`config.mk`:
```
export PLATFORM = sky130hd
export DESIGN_NAME = execute_stage
export DESIGN_NICKNAME = d
export VERILOG_FILES = /design/src/rtl/execute_stage_pkg.sv /design/src/rtl/execute_stage_mul.sv /design/src/rtl/execute_stage.sv
export SDC_FILE = /design/constraint.sdc
export NUM_CORES = 1
export LEC_CHECK = 0
export CORE_ASPECT_RATIO = 1.2
export CORE_MARGIN = 1
export CORE_UTILIZATION = 30
export CTS_CLUSTER_DIAMETER = 30
export DETAILED_ROUTE_END_ITERATION = 6
export PLACE_DENSITY = 0.51
export SETUP_SLACK_MARGIN = 0.02
export SLEW_MARGIN = 5
export SYNTH_ARGS = -nofsm -noshare
export SYNTH_HDL_FRONTEND = slang
export SYNTH_SLANG_ARGS = --single-unit
```
`constraint.sdc`:
```
create_clock -name I_CLOCK -period 8.35 [get_ports I_CLOCK]
set_input_delay 1.67 -clock I_CLOCK [delete_from_list [all_inputs] [get_ports I_CLOCK]]
set_output_delay 1.67 -clock I_CLOCK [all_outputs]
set_load 0.03 [all_outputs]
```
`src/rtl/execute_stage_pkg.sv`:
```
// Shared definitions for the execute stage: opcode encodings, condition-code
// bit positions, the multiplier FSM state type and a CC helper.
package execute_stage_pkg;

  localparam int REG_WIDTH    = 16;
  localparam int PC_WIDTH     = 16;
  localparam int OPCODE_WIDTH = 8;

  // Opcode encodings shared with decode and memory
  localparam logic [OPCODE_WIDTH-1:0] OP_NOP  = 8'h00;
  localparam logic [OPCODE_WIDTH-1:0] OP_ADD  = 8'h01;
  localparam logic [OPCODE_WIDTH-1:0] OP_ADDI = 8'h02;
  localparam logic [OPCODE_WIDTH-1:0] OP_AND  = 8'h03;
  localparam logic [OPCODE_WIDTH-1:0] OP_ANDI = 8'h04;
  localparam logic [OPCODE_WIDTH-1:0] OP_MOV  = 8'h05;
  localparam logic [OPCODE_WIDTH-1:0] OP_MOVI = 8'h06;
  localparam logic [OPCODE_WIDTH-1:0] OP_LDW  = 8'h07;
  localparam logic [OPCODE_WIDTH-1:0] OP_STW  = 8'h08;
  localparam logic [OPCODE_WIDTH-1:0] OP_BR   = 8'h09;
  localparam logic [OPCODE_WIDTH-1:0] OP_JMP  = 8'h0A;
  localparam logic [OPCODE_WIDTH-1:0] OP_JSR  = 8'h0B;
  localparam logic [OPCODE_WIDTH-1:0] OP_MUL  = 8'h0C;

  // Condition-code bit positions inside the 3-bit NZP register
  localparam int CC_N = 2;
  localparam int CC_Z = 1;
  localparam int CC_P = 0;

  // Iterative multiplier states
  typedef enum logic [1:0] {
    MUL_IDLE = 2'd0,
    MUL_RUN  = 2'd1,
    MUL_DONE = 2'd2
  } mul_state_e;

  // NZP value for a result given its sign bit and zero flag
  function automatic logic [2:0] cc_from(input logic msb, input logic is_zero);
    logic [2:0] cc;
    cc = 3'b000;
    if (is_zero)  cc[CC_Z] = 1'b1;
    else if (msb) cc[CC_N] = 1'b1;
    else          cc[CC_P] = 1'b1;
    return cc;
  endfunction

endpackage

```
`src/rtl/execute_stage_mul.sv`:
```
// Iterative shift-add multiplier: one partial product per cycle for DATA_W
// cycles, then a single DONE cycle in which result is valid.
// Handshake: start is honoured only in IDLE with en high; busy is high in
// RUN and DONE; done is high only in DONE. en low freezes every register.
module iter_mul
  import execute_stage_pkg::*;
#(
  parameter int DATA_W = 16
) (
  input  logic              clk,
  input  logic              reset,
  input  logic              en,
  input  logic              start,
  input  logic [DATA_W-1:0] a,
  input  logic [DATA_W-1:0] b,
  output logic              busy,
  output logic              done,
  output logic [DATA_W-1:0] result,
  output logic [1:0]        state_dbg
);

  localparam int CNT_W = (DATA_W > 1) ? $clog2(DATA_W) : 1;

  mul_state_e        state;
  logic [DATA_W-1:0] acc;
  logic [DATA_W-1:0] mcand;
  logic [DATA_W-1:0] mplier;
  logic [CNT_W-1:0]  cnt;

  assign busy      = (state != MUL_IDLE);
  assign done      = (state == MUL_DONE);
  assign result    = acc;
  assign state_dbg = state;

  // FSM plus datapath; updates on the falling edge like the rest of the pipe
  always_ff @(negedge clk) begin
    if (reset) begin
      state  <= MUL_IDLE;
      acc    <= '0;
      mcand  <= '0;
      mplier <= '0;
      cnt    <= '0;
    end else if (en) begin
      case (state)
        MUL_IDLE: begin
          if (start) begin
            mcand  <= a;
            mplier <= b;
            acc    <= '0;
            cnt    <= CNT_W'(DATA_W - 1);
            state  <= MUL_RUN;
          end
        end
        MUL_RUN: begin
          if (mplier[0]) acc <= acc + mcand;
          mcand  <= mcand << 1;
          mplier <= mplier >> 1;
          cnt    <= cnt - 1'b1;
          if (cnt == '0) state <= MUL_DONE;
        end
        MUL_DONE: state <= MUL_IDLE;
        default:  state <= MUL_IDLE;
      endcase
    end
  end

endmodule

```
`src/rtl/execute_stage.sv`:
```
// Execute stage: ALU, NZP condition codes, branch resolution and the
// registered bundle handed to the memory stage. MUL runs in iter_mul and
// stalls upstream (O_ExStall) from acceptance until its result is emitted.
module execute_stage
  import execute_stage_pkg::*;
#(
  parameter int DATA_W = REG_WIDTH,
  parameter int PC_W   = PC_WIDTH,
  parameter int OPC_W  = OPCODE_WIDTH
) (
  input  logic              I_CLOCK,
  input  logic              I_RESET,
  input  logic              I_LOCK,
  input  logic [OPC_W-1:0]  I_Opcode,
  input  logic [DATA_W-1:0] I_Src1Value,
  input  logic [DATA_W-1:0] I_Src2Value,
  input  logic [DATA_W-1:0] I_Imm,
  input  logic [PC_W-1:0]   I_PC,
  input  logic [2:0]        I_CondMask,
  input  logic [3:0]        I_DestRegIdx,
  input  logic              I_FetchStall,
  input  logic              I_DepStall,
  output logic              O_LOCK,
  output logic [DATA_W-1:0] O_ALUOut,
  output logic [OPC_W-1:0]  O_Opcode,
  output logic [3:0]        O_DestRegIdx,
  output logic [DATA_W-1:0] O_DestValue,
  output logic [PC_W-1:0]   O_BranchPC,
  output logic              O_BranchTaken,
  output logic              O_FetchStall,
  output logic              O_DepStall,
  output logic              O_ExStall
);

  logic [2:0]        cc;
  logic              bubble;
  logic              mul_start;
  logic              mul_busy;
  logic              mul_done;
  logic [DATA_W-1:0] mul_result;
  logic [3:0]        mul_dest;

  logic [DATA_W-1:0] res;
  logic [DATA_W-1:0] nxt_alu;
  logic [OPC_W-1:0]  nxt_opc;
  logic [3:0]        nxt_dest;
  logic [DATA_W-1:0] nxt_dval;
  logic [PC_W-1:0]   nxt_bpc;
  logic              nxt_taken;
  logic              cc_wr;
  logic [2:0]        nxt_cc;

  assign bubble    = !I_LOCK || I_FetchStall || I_DepStall;
  assign mul_start = !mul_busy && !bubble && (I_Opcode == OP_MUL);
  assign O_ExStall = mul_busy;

  iter_mul #(.DATA_W(DATA_W)) u_mul (
    .clk       (I_CLOCK),
    .reset     (I_RESET),
    .en        (I_LOCK),
    .start     (mul_start),
    .a         (I_Src1Value),
    .b         (I_Src2Value),
    .busy      (mul_busy),
    .done      (mul_done),
    .result    (mul_result),
    .state_dbg ()
  );

  // Destination index travels with the multiply, independent of the inputs
  always_ff @(negedge I_CLOCK) begin
    if (I_RESET)        mul_dest <= '0;
    else if (mul_start) mul_dest <= I_DestRegIdx;
  end

  // Next output bundle: MUL result, a single-cycle op, or a bubble
  always_comb begin
    res       = '0;
    nxt_alu   = '0;
    nxt_opc   = OP_NOP;
    nxt_dest  = '0;
    nxt_dval  = '0;
    nxt_bpc   = '0;
    nxt_taken = 1'b0;
    cc_wr     = 1'b0;
    if (mul_done && I_LOCK) begin
      res      = mul_result;
      nxt_alu  = res;
      nxt_opc  = OP_MUL;
      nxt_dest = mul_dest;
      cc_wr    = 1'b1;
    end else if (!mul_busy && !bubble) begin
      nxt_dest = I_DestRegIdx;
      case (I_Opcode)
        OP_ADD:  begin res = I_Src1Value + I_Src2Value; nxt_alu = res; nxt_opc = I_Opcode; cc_wr = 1'b1; end
        OP_ADDI: begin res = I_Src1Value + I_Imm;       nxt_alu = res; nxt_opc = I_Opcode; cc_wr = 1'b1; end
        OP_AND:  begin res = I_Src1Value & I_Src2Value; nxt_alu = res; nxt_opc = I_Opcode; cc_wr = 1'b1; end
        OP_ANDI: begin res = I_Src1Value & I_Imm;       nxt_alu = res; nxt_opc = I_Opcode; cc_wr = 1'b1; end
        OP_MOV:  begin res = I_Src1Value;               nxt_alu = res; nxt_opc = I_Opcode; cc_wr = 1'b1; end
        OP_MOVI: begin res = I_Imm;                     nxt_alu = res; nxt_opc = I_Opcode; cc_wr = 1'b1; end
        OP_LDW: begin
          nxt_alu = I_Src1Value + I_Imm;
          nxt_opc = I_Opcode;
        end
        OP_STW: begin
          nxt_alu  = I_Src1Value + I_Imm;
          nxt_dval = I_Src2Value;
          nxt_opc  = I_Opcode;
        end
        OP_BR: begin
          nxt_opc   = I_Opcode;
          nxt_bpc   = I_PC + I_Imm[PC_W-1:0];
          nxt_taken = |(I_CondMask & cc);
        end
        OP_JMP: begin
          nxt_opc   = I_Opcode;
          nxt_bpc   = I_Src1Value[PC_W-1:0];
          nxt_taken = 1'b1;
        end
        OP_JSR: begin
          nxt_opc   = I_Opcode;
          nxt_bpc   = I_PC + I_Imm[PC_W-1:0];
          nxt_taken = 1'b1;
          nxt_alu   = DATA_W'(I_PC);
          nxt_dest  = 4'd7;
        end
        // OP_MUL produces its result later; unknown opcodes become bubbles
        default: nxt_dest = '0;
      endcase
    end
    nxt_cc = cc_from(res[DATA_W-1], res == '0);
  end

  // Output bundle and condition-code register
  always_ff @(negedge I_CLOCK) begin
    if (I_RESET) begin
      O_LOCK        <= 1'b0;
      O_ALUOut      <= '0;
      O_Opcode      <= OP_NOP;
      O_DestRegIdx  <= '0;
      O_DestValue   <= '0;
      O_BranchPC    <= '0;
      O_BranchTaken <= 1'b0;
      O_FetchStall  <= 1'b0;
      O_DepStall    <= 1'b0;
      cc            <= 3'b010;
    end else begin
      O_LOCK        <= I_LOCK;
      O_ALUOut      <= nxt_alu;
      O_Opcode      <= nxt_opc;
      O_DestRegIdx  <= nxt_dest;
      O_DestValue   <= nxt_dval;
      O_BranchPC    <= nxt_bpc;
      O_BranchTaken <= nxt_taken;
      O_FetchStall  <= I_FetchStall;
      O_DepStall    <= I_DepStall;
      if (cc_wr) cc <= nxt_cc;
    end
  end

endmodule

```
==> summary.md, run 1 <==
| Metric | Value |
|---|---|
| Clock Path Buffers | 2 |
| Vias per inst | 5.13 |
| Commonest non-fill, non-tap cell in the layout | buf_4 |
| Post-synth EDFFs | 0 |
| Post-synth design cell area | 8420 um^2 |
| Area of the multi-input gates | 5870 um^2 |
| Routed via count | 9875 |
| 1st-iter DRT viols | 505 |
| Fin util | 0.484 |
| Wire per inst | 17.4 um |
| Pin count of the biggest net entering global routing | 45 |
| Setup CP Type | in2reg |
| Max-cap violations | 0 |
| Antenna violations before repair | 0 |
| Clock Skew | 0.0270 ns |
| Mux cell area share after synthesis | 0.0256 |
| Final Wtd Congestion | 0.949 |
| Switch share | 0.343 |
| Initial Util | 0.308 |
| Final Non-Filler Cells | 1926 |
| Seq/Total Area, Yosys | 0.297 |
| Slowest Stage Delay on Critical Path | 0.46 ns |
| Syn. warnings | 0 |
| Core ar. | 27300 um^2 |
| Die Area | 28700 um^2 |
| Clk sinks | 125 |
| Die H | 186 um |
| Critical path endpoint category | flip-flop |
| Total power | 2.00 mW |
| Crit path max-delay family | compound AO/OA/AOI/OAI gates |
| Vias in the first global route | 10000 |
| Ys flop type | dfxtp_1 |
| Worst-path clk slew | 0.04 ns |
| Compound-Gate Fraction of Synth Area | 0.254 |
| Drt first pass iters | 5 |
| Slew Viols, Final | 0 |
| Post-synthesis adder-cell area fraction | 0.103 |
| Worst-path cell chain | clkdlybuf4s50_1, ha_1, buf_4, o21a_1, o31ai_4, buf_4, a211oi_4, nor3_2, xnor2_1, nor4_2, a31oi_1, o41ai_2, o21a_1 |
| Synthesis-to-layout area growth | 57.2% |
| Logic pwr share | 0.208 |
| Reg area | 2500 um^2 |
| Measured slew at the worst slew-check pin | 1.10 ns |
| Share of cells above drive strength 1 | 0.214 |
| Placed Area | 11900 um^2 |
| Final setup TNS | 0 ns |
| Leak pwr | 5.94 nW |
| Cell Pwr Density | 151 nW/um^2 |
| Main combinational cell family by area after synthesis | compound AO/OA/AOI/OAI gates |
| GRT Total Usage | 0.234 |
| Cts hold-fix bufs | 0 |
| Worst setup margin | 0.0811 ns |
| Fin nets | 1690 |
| Normalized max-slew margin | 0.263 |
| Cell Rows | 66 |
| Later-pin clock latency in the skew report | 0.47 ns |
| Synth Area in XOR/XNOR | 0.0510 |
| FF+latch count, synth | 125 |
| CP max FO | 5 |
| Cell-internal power | 1.31 mW |
| PortBufs | 148 |
| Clock Power Share | 0.489 |
| # diodes | 0 |
| Antenna-violating nets left | 0 |
| Async SR Flop Fraction | 0 |
| Pre-CTS setup slack | -1.08 ns |
| Die width | 155 um |
| CTS tree | done |
| RSZ-0062 raised after global routing | yes |
| Hold Path Class | reg2reg |
| Status | completed |
| Buf+Inv Stages, Crit Path | 3 |
| Final Hold Vio Count | 0 |
| Critical Path AT | 4.49 ns |
| Total grt overflow | 0 |
| H-tree levels | 4 |
| Crit path required time | 4.57 ns |
| Post-route DRC | 0 |
| I/O pin total | 149 |
| Design Area, Final | 13200 um^2 |
| Critical-path top delay cell | clkdlybuf4s50_1 |
| Fillcell total | 2747 |
| Synthesized area per cell | 7.89 um^2 |
| Synth Area in Simple Gates | 0.232 |
| CTS root buf | clkbuf_16 |
| Final HPWL DP | 26.9 mm |
| Reg power frac | 0.303 |
| TritonCTS Buffers | 17 |
| Worst ir drop on vdd | 121 uV |
| Startpoint class of the critical path | input port |
| WL final | 33.6 mm |
| Placed instance count | 1765 |
| Netlist cell types | 71 |
| Hold WS | 0.452 ns |
| Most frequent cells in the layout | 228 x buf_4, 146 x inv_1, 133 x clkdlybuf4s50_1 |
| Post-Syn Instances | 1067 |
| Global-route wire length before repair | 51.8 mm |
| Setup Viol. Count Final | 0 |
| Net load switching power | 0.686 mW |
[layer usage]
metal / part of all wire / vias to the layer above / track usage
met4: 0.030 / 0 / 0.121
met1: 0.42 / 4678 / 0.255
met3: 0.040 / 71 / 0.0552
met2: 0.51 / 252 / 0.422
li1: - / 4874 / -
met5: 0 / - / 0
[worst min-delay path, cell delays in order (launching register included)]
cell	delay, ns
dfxtp_1	0.30
nand2_1	0.05
a21oi_1	0.05
[registers in the layout (all words and copies together) (netlist names), 2 cells and up]
signal,cells
O_ALUOut,16
O_BranchPC,16
O_DestRegIdx,4
O_DestValue,16
O_Opcode,8
cc,3
mul_dest,4
u_mul.cnt,4
u_mul.mcand,16
u_mul.mplier,16
u_mul.result,16
u_mul.state_dbg,2
[cell usage after synthesis, types with 14 or more instances]
cell | number | share of area
nor2_1 | 132 | 0.059
nand2_1 | 129 | 0.057
dfxtp_1 | 125 | 0.30
a21oi_1 | 65 | 0.039
ha_1 | 63 | 0.094
a22oi_1 | 53 | 0.047
clkbuf_1 | 49 | 0.022
o21ai_0 | 45 | 0.027
xnor2_1 | 35 | 0.036
nor3_1 | 33 | 0.020
a311oi_1 | 29 | 0.030
inv_1 | 22 | 0.0098
and2_1 | 20 | 0.015
nand3_1 | 19 | 0.011
mux2i_1 | 17 | 0.020
a211oi_1 | 15 | 0.013
a21o_1 | 15 | 0.013
nor4_1 | 15 | 0.011
xor2_1 | 14 | 0.015
[power groups by stage]
stage	registers [mW]	clock network, mW	logic (mW)
2_1_floorplan	0.616	0.0912	0.181
3_3_place_gp	0.613	0.0912	0.387
3_5_place_dp	0.613	0.0912	0.388
4_1_cts	0.605	1.02	0.398
5_1_grt	0.603	1.08	0.449
6_report	0.605	0.978	0.416
[worst paths after layout]
path / from / depth (start not counted) / slack [ns] / to
worst min-delay path: mul_dest[1] / 2 / 0.45 / mul_dest[1]
worst min register to register: mul_dest[1] / 2 / 0.45 / mul_dest[1]
worst max register to register: u_mul.result[1] / 9 / 5.07 / u_mul.result[15]
worst max-delay path: I_Imm[3] / 13 / 0.08 / cc[1]
[logic make-up (layout without fill, tap and decap cells)]
kind of cell / Yosys count / in the layout
buffers and inverters: 78 / 560
and+or+nand+nor: 416 / 416
muxes: 21 / 21
adders and majority gates: 67 / 67
xor gates and xnor gates: 49 / 49
AOI/OAI and AO/OA: 310 / 310
DFF: 125 / 125
other: 1 / 4
[cell type report]
cell class,instances,share of cell area
multi-input combinational,867,0.443
timing repair buffer,381,0.247
sequential,125,0.189
clock inverter,140,0.0474
tap,374,0.0353
clock buffer,17,0.0321
inverter,22,0.00624
[timing repair]
item / in CTS / in global routing
buffers inserted: 1 / 4
endpoints found under the setup margin: 13 / 13
gates resized for setup: 36 / 44
cloned: 0 / 0
pin swaps: 12 / 21
Power figures use the tool's default switching activity.
==> run 2: changes to the inputs <==
SYNTH_HIERARCHICAL = 1   (was unset)
==> run 2 against run 1 <==
Net effect:
- clock power is 4% higher
- combinational power is 5% higher
- count of clock-buffer cells in the layout stayed put
- wire length is 3.6% higher
- critical endpoint is now cc[0]
- critical path depth stayed put
- worst hold slack better by 0.014 ns
- register-to-register slack better by 0.30 ns
- clock skew is 0.0080 ns lower
==> summary.md, run 2 <==
| Metric | Value |
|---|---|
| Status | completed |
| Area of the multi-input gates | 6240 um^2 |
| R2r startpoint | u_mul/state_dbg[0] |
| Synthesized area per cell | 7.90 um^2 |
| Wire per inst | 17.4 um |
| CP Launch Point | I_Src2Value[0] |
| Seq/Total Area, Yosys | 0.287 |
| Worst-path cell chain | clkdlybuf4s15_1, ha_2, fa_2, a211oi_4, buf_4, o21bai_1, a21oi_1, xor2_1, o22ai_2, nor4_2, and4_1, nand4_1, a21bo_1 |
| Clk sinks | 125 |
| Final setup TNS | 0 ns |
| 1st-iter DRT viols | 716 |
| Initial Util | 0.308 |
| Die Area | 29700 um^2 |
| Clock Skew | 0.0190 ns |
| Final Wtd Congestion | 0.918 |
| Hold WS | 0.466 ns |
| Post-synth design cell area | 8710 um^2 |
| Share of cells above drive strength 1 | 0.238 |
| Later-pin clock latency in the skew report | 0.47 ns |
| Netlist cell types | 91 |
| CTS root buf | clkbuf_16 |
| Async SR Flop Fraction | 0 |
| Hold Path Class | reg2reg |
| Synthesis-to-layout area growth | 60.8% |
| Die H | 189 um |
| Vias in the first global route | 10600 |
| Die width | 158 um |
| Count leader, synth | nor2_1 |
| Core ar. | 28300 um^2 |
| PortBufs | 148 |
| Area share of the largest cell type after synthesis | 0.287 |
| Commonest non-fill, non-tap cell in the layout | buf_4 |
| Worst ir drop on vdd | 116 uV |
| Cts hold-fix bufs | 0 |
| H-tree levels | 4 |
| Antenna violations before repair | 0 |
| Cell Rows | 67 |
| Max-cap violations | 0 |
| Routed via count | 10400 |
| Final HPWL DP | 27.7 mm |
| Post-synth EDFFs | 0 |
| Antenna-violating nets left | 0 |
| Post-Syn Instances | 1103 |
| R2R Setup Slk | 5.37 ns |
| Clock Path Buffers | 2 |
| Critical path endpoint category | flip-flop |
| WL final | 34.8 mm |
| Fin nets | 1762 |
| FF+latch count, synth | 125 |
| Final Hold Vio Count | 0 |
| Slew Viols, Final | 0 |
| CP max FO | 3 |
| Pin count of the biggest net entering global routing | 36 |
| Hold depth | 2 |
| CTS tree | done |
| Critical R2R Capture | cc[0] |
| Critical-path top delay cell | fa_2 |
| Reg area | 2500 um^2 |
| Most frequent cells in the layout | 262 x buf_4, 147 x inv_1, 132 x nor2_1 |
| Post-route DRC | 0 |
| Critical Path AT | 4.43 ns |
| Leak pwr | 6.14 nW |
| GRT Total Usage | 0.237 |
| # diodes | 0 |
| Main area contributors after synthesis | dfxtp_1 29%, ha_1 9.0%, nor2_1 5.8%, nand2_1 5.6%, a21oi_1 4.7% |
| Crit path required time | 4.52 ns |
| Worst-path clk slew | 0.04 ns |
| Normalized max-slew margin | 0.632 |
| Ys flop type | dfxtp_1 |
| Startpoint class of the critical path | input port |
| Leading area contributor after synthesis | dfxtp_1 |
| Reg2Reg Depth | 11 |
| Drt first pass iters | 5 |
| Vias per inst | 5.21 |
| Hold Startpoint | mul_dest[3] |
| Measured slew at the worst slew-check pin | 0.548 ns |
| I/O pin total | 149 |
| Cell Pwr Density | 147 nW/um^2 |
| Commonest cells in the netlist | 134 x nor2_1, 129 x nand2_1, 125 x dfxtp_1 |
| Hold endpoint | O_DestRegIdx[3] |
| Placed Area | 12500 um^2 |
| Slowest Stage Delay on Critical Path | 0.39 ns |
| RSZ-0062 raised after global routing | yes |
| Setup CP Type | in2reg |
| Fin util | 0.496 |
| Syn. warnings | 6 |
| Design Area, Final | 14000 um^2 |
| Total grt overflow | 0 |
| Fillcell total | 2807 |
| TritonCTS Buffers | 17 |
| Global-route wire length before repair | 54.3 mm |
| Setup Viol. Count Final | 0 |
run 2: where the power goes:
| part | internal, mW | switching (mW) |
|---|---|---|
| clock network | 0.534 | 0.486 |
| logic | 0.224 | 0.212 |
| registers | 0.604 | 0.000600 |
run 2: final cells by class:
type	count	share of cell area
clock buffers	17	0.0304
multi-input cells	900	0.445
clock inverters	140	0.0468
inverters	23	0.00616
repair buffers	419	0.259
flip-flops and latches	125	0.179
well taps	379	0.0339
run 2: per-stage QoR:
step                total power [mW]  cells  setup slack [ns]
floorplan                      0.895   1106            0.0384
global placement                1.10   1839            -0.778
detailed placement              1.11   1839            -0.818
CTS                             2.09   1997            0.0348
global route                    2.21   2003           -0.0153
finish                          2.06   2003            0.0912
run 2: what timing repair did:
item	CTS	global route
pin swaps	17	29
endpoints found under the setup margin	11	13
hold endpoints to repair	0	0
setup buffers	3	6
gates resized for setup	42	40
run 2: how the worst max path moves through the flow:
stage | end | slack [ns] | cells after the start
3_5_place_dp | cc[0] | -0.82 | 11
4_1_cts | cc[0] | 0.03 | 11
3_3_place_gp | cc[0] | -0.78 | 12
6_report | cc[0] | 0.09 | 13
2_1_floorplan | cc[0] | 0.04 | 11
5_1_grt | cc[0] | -0.02 | 13
run 2: cells by family (layout without fill, tap and decap cells):
family | count (synthesis) | in the layout | share of synthesized area
AOI/OAI and AO/OA | 334 | 334 | 0.273
xor gates and xnor gates | 42 | 42 | 0.0422
adders and majority gates | 67 | 67 | 0.0997
buffers and inverters | 81 | 599 | 0.0383
DFF | 125 | 125 | 0.287
muxes | 11 | 11 | 0.0132
other | 1 | 4 | 0.000430
and+or+nand+nor | 442 | 442 | 0.246
run 2: metal layers:
metal	part of all wire	wire length [um]	GRT usage	vias up
met5	0	0	0	-
met2	0.49	17200	0.404	317
li1	-	-	-	5116
met3	0.052	1800	0.0538	63
met4	0.029	1020	0.118	0
met1	0.42	14800	0.277	4939
run 2: critical path, delay by kind of cell:
kind            cells  cell delay, ns
fa+ha+maj           2            0.61
simple gates        3            0.76
compound gates      5            0.83
buf+inv             2            0.37
xor+xnor            1            0.20
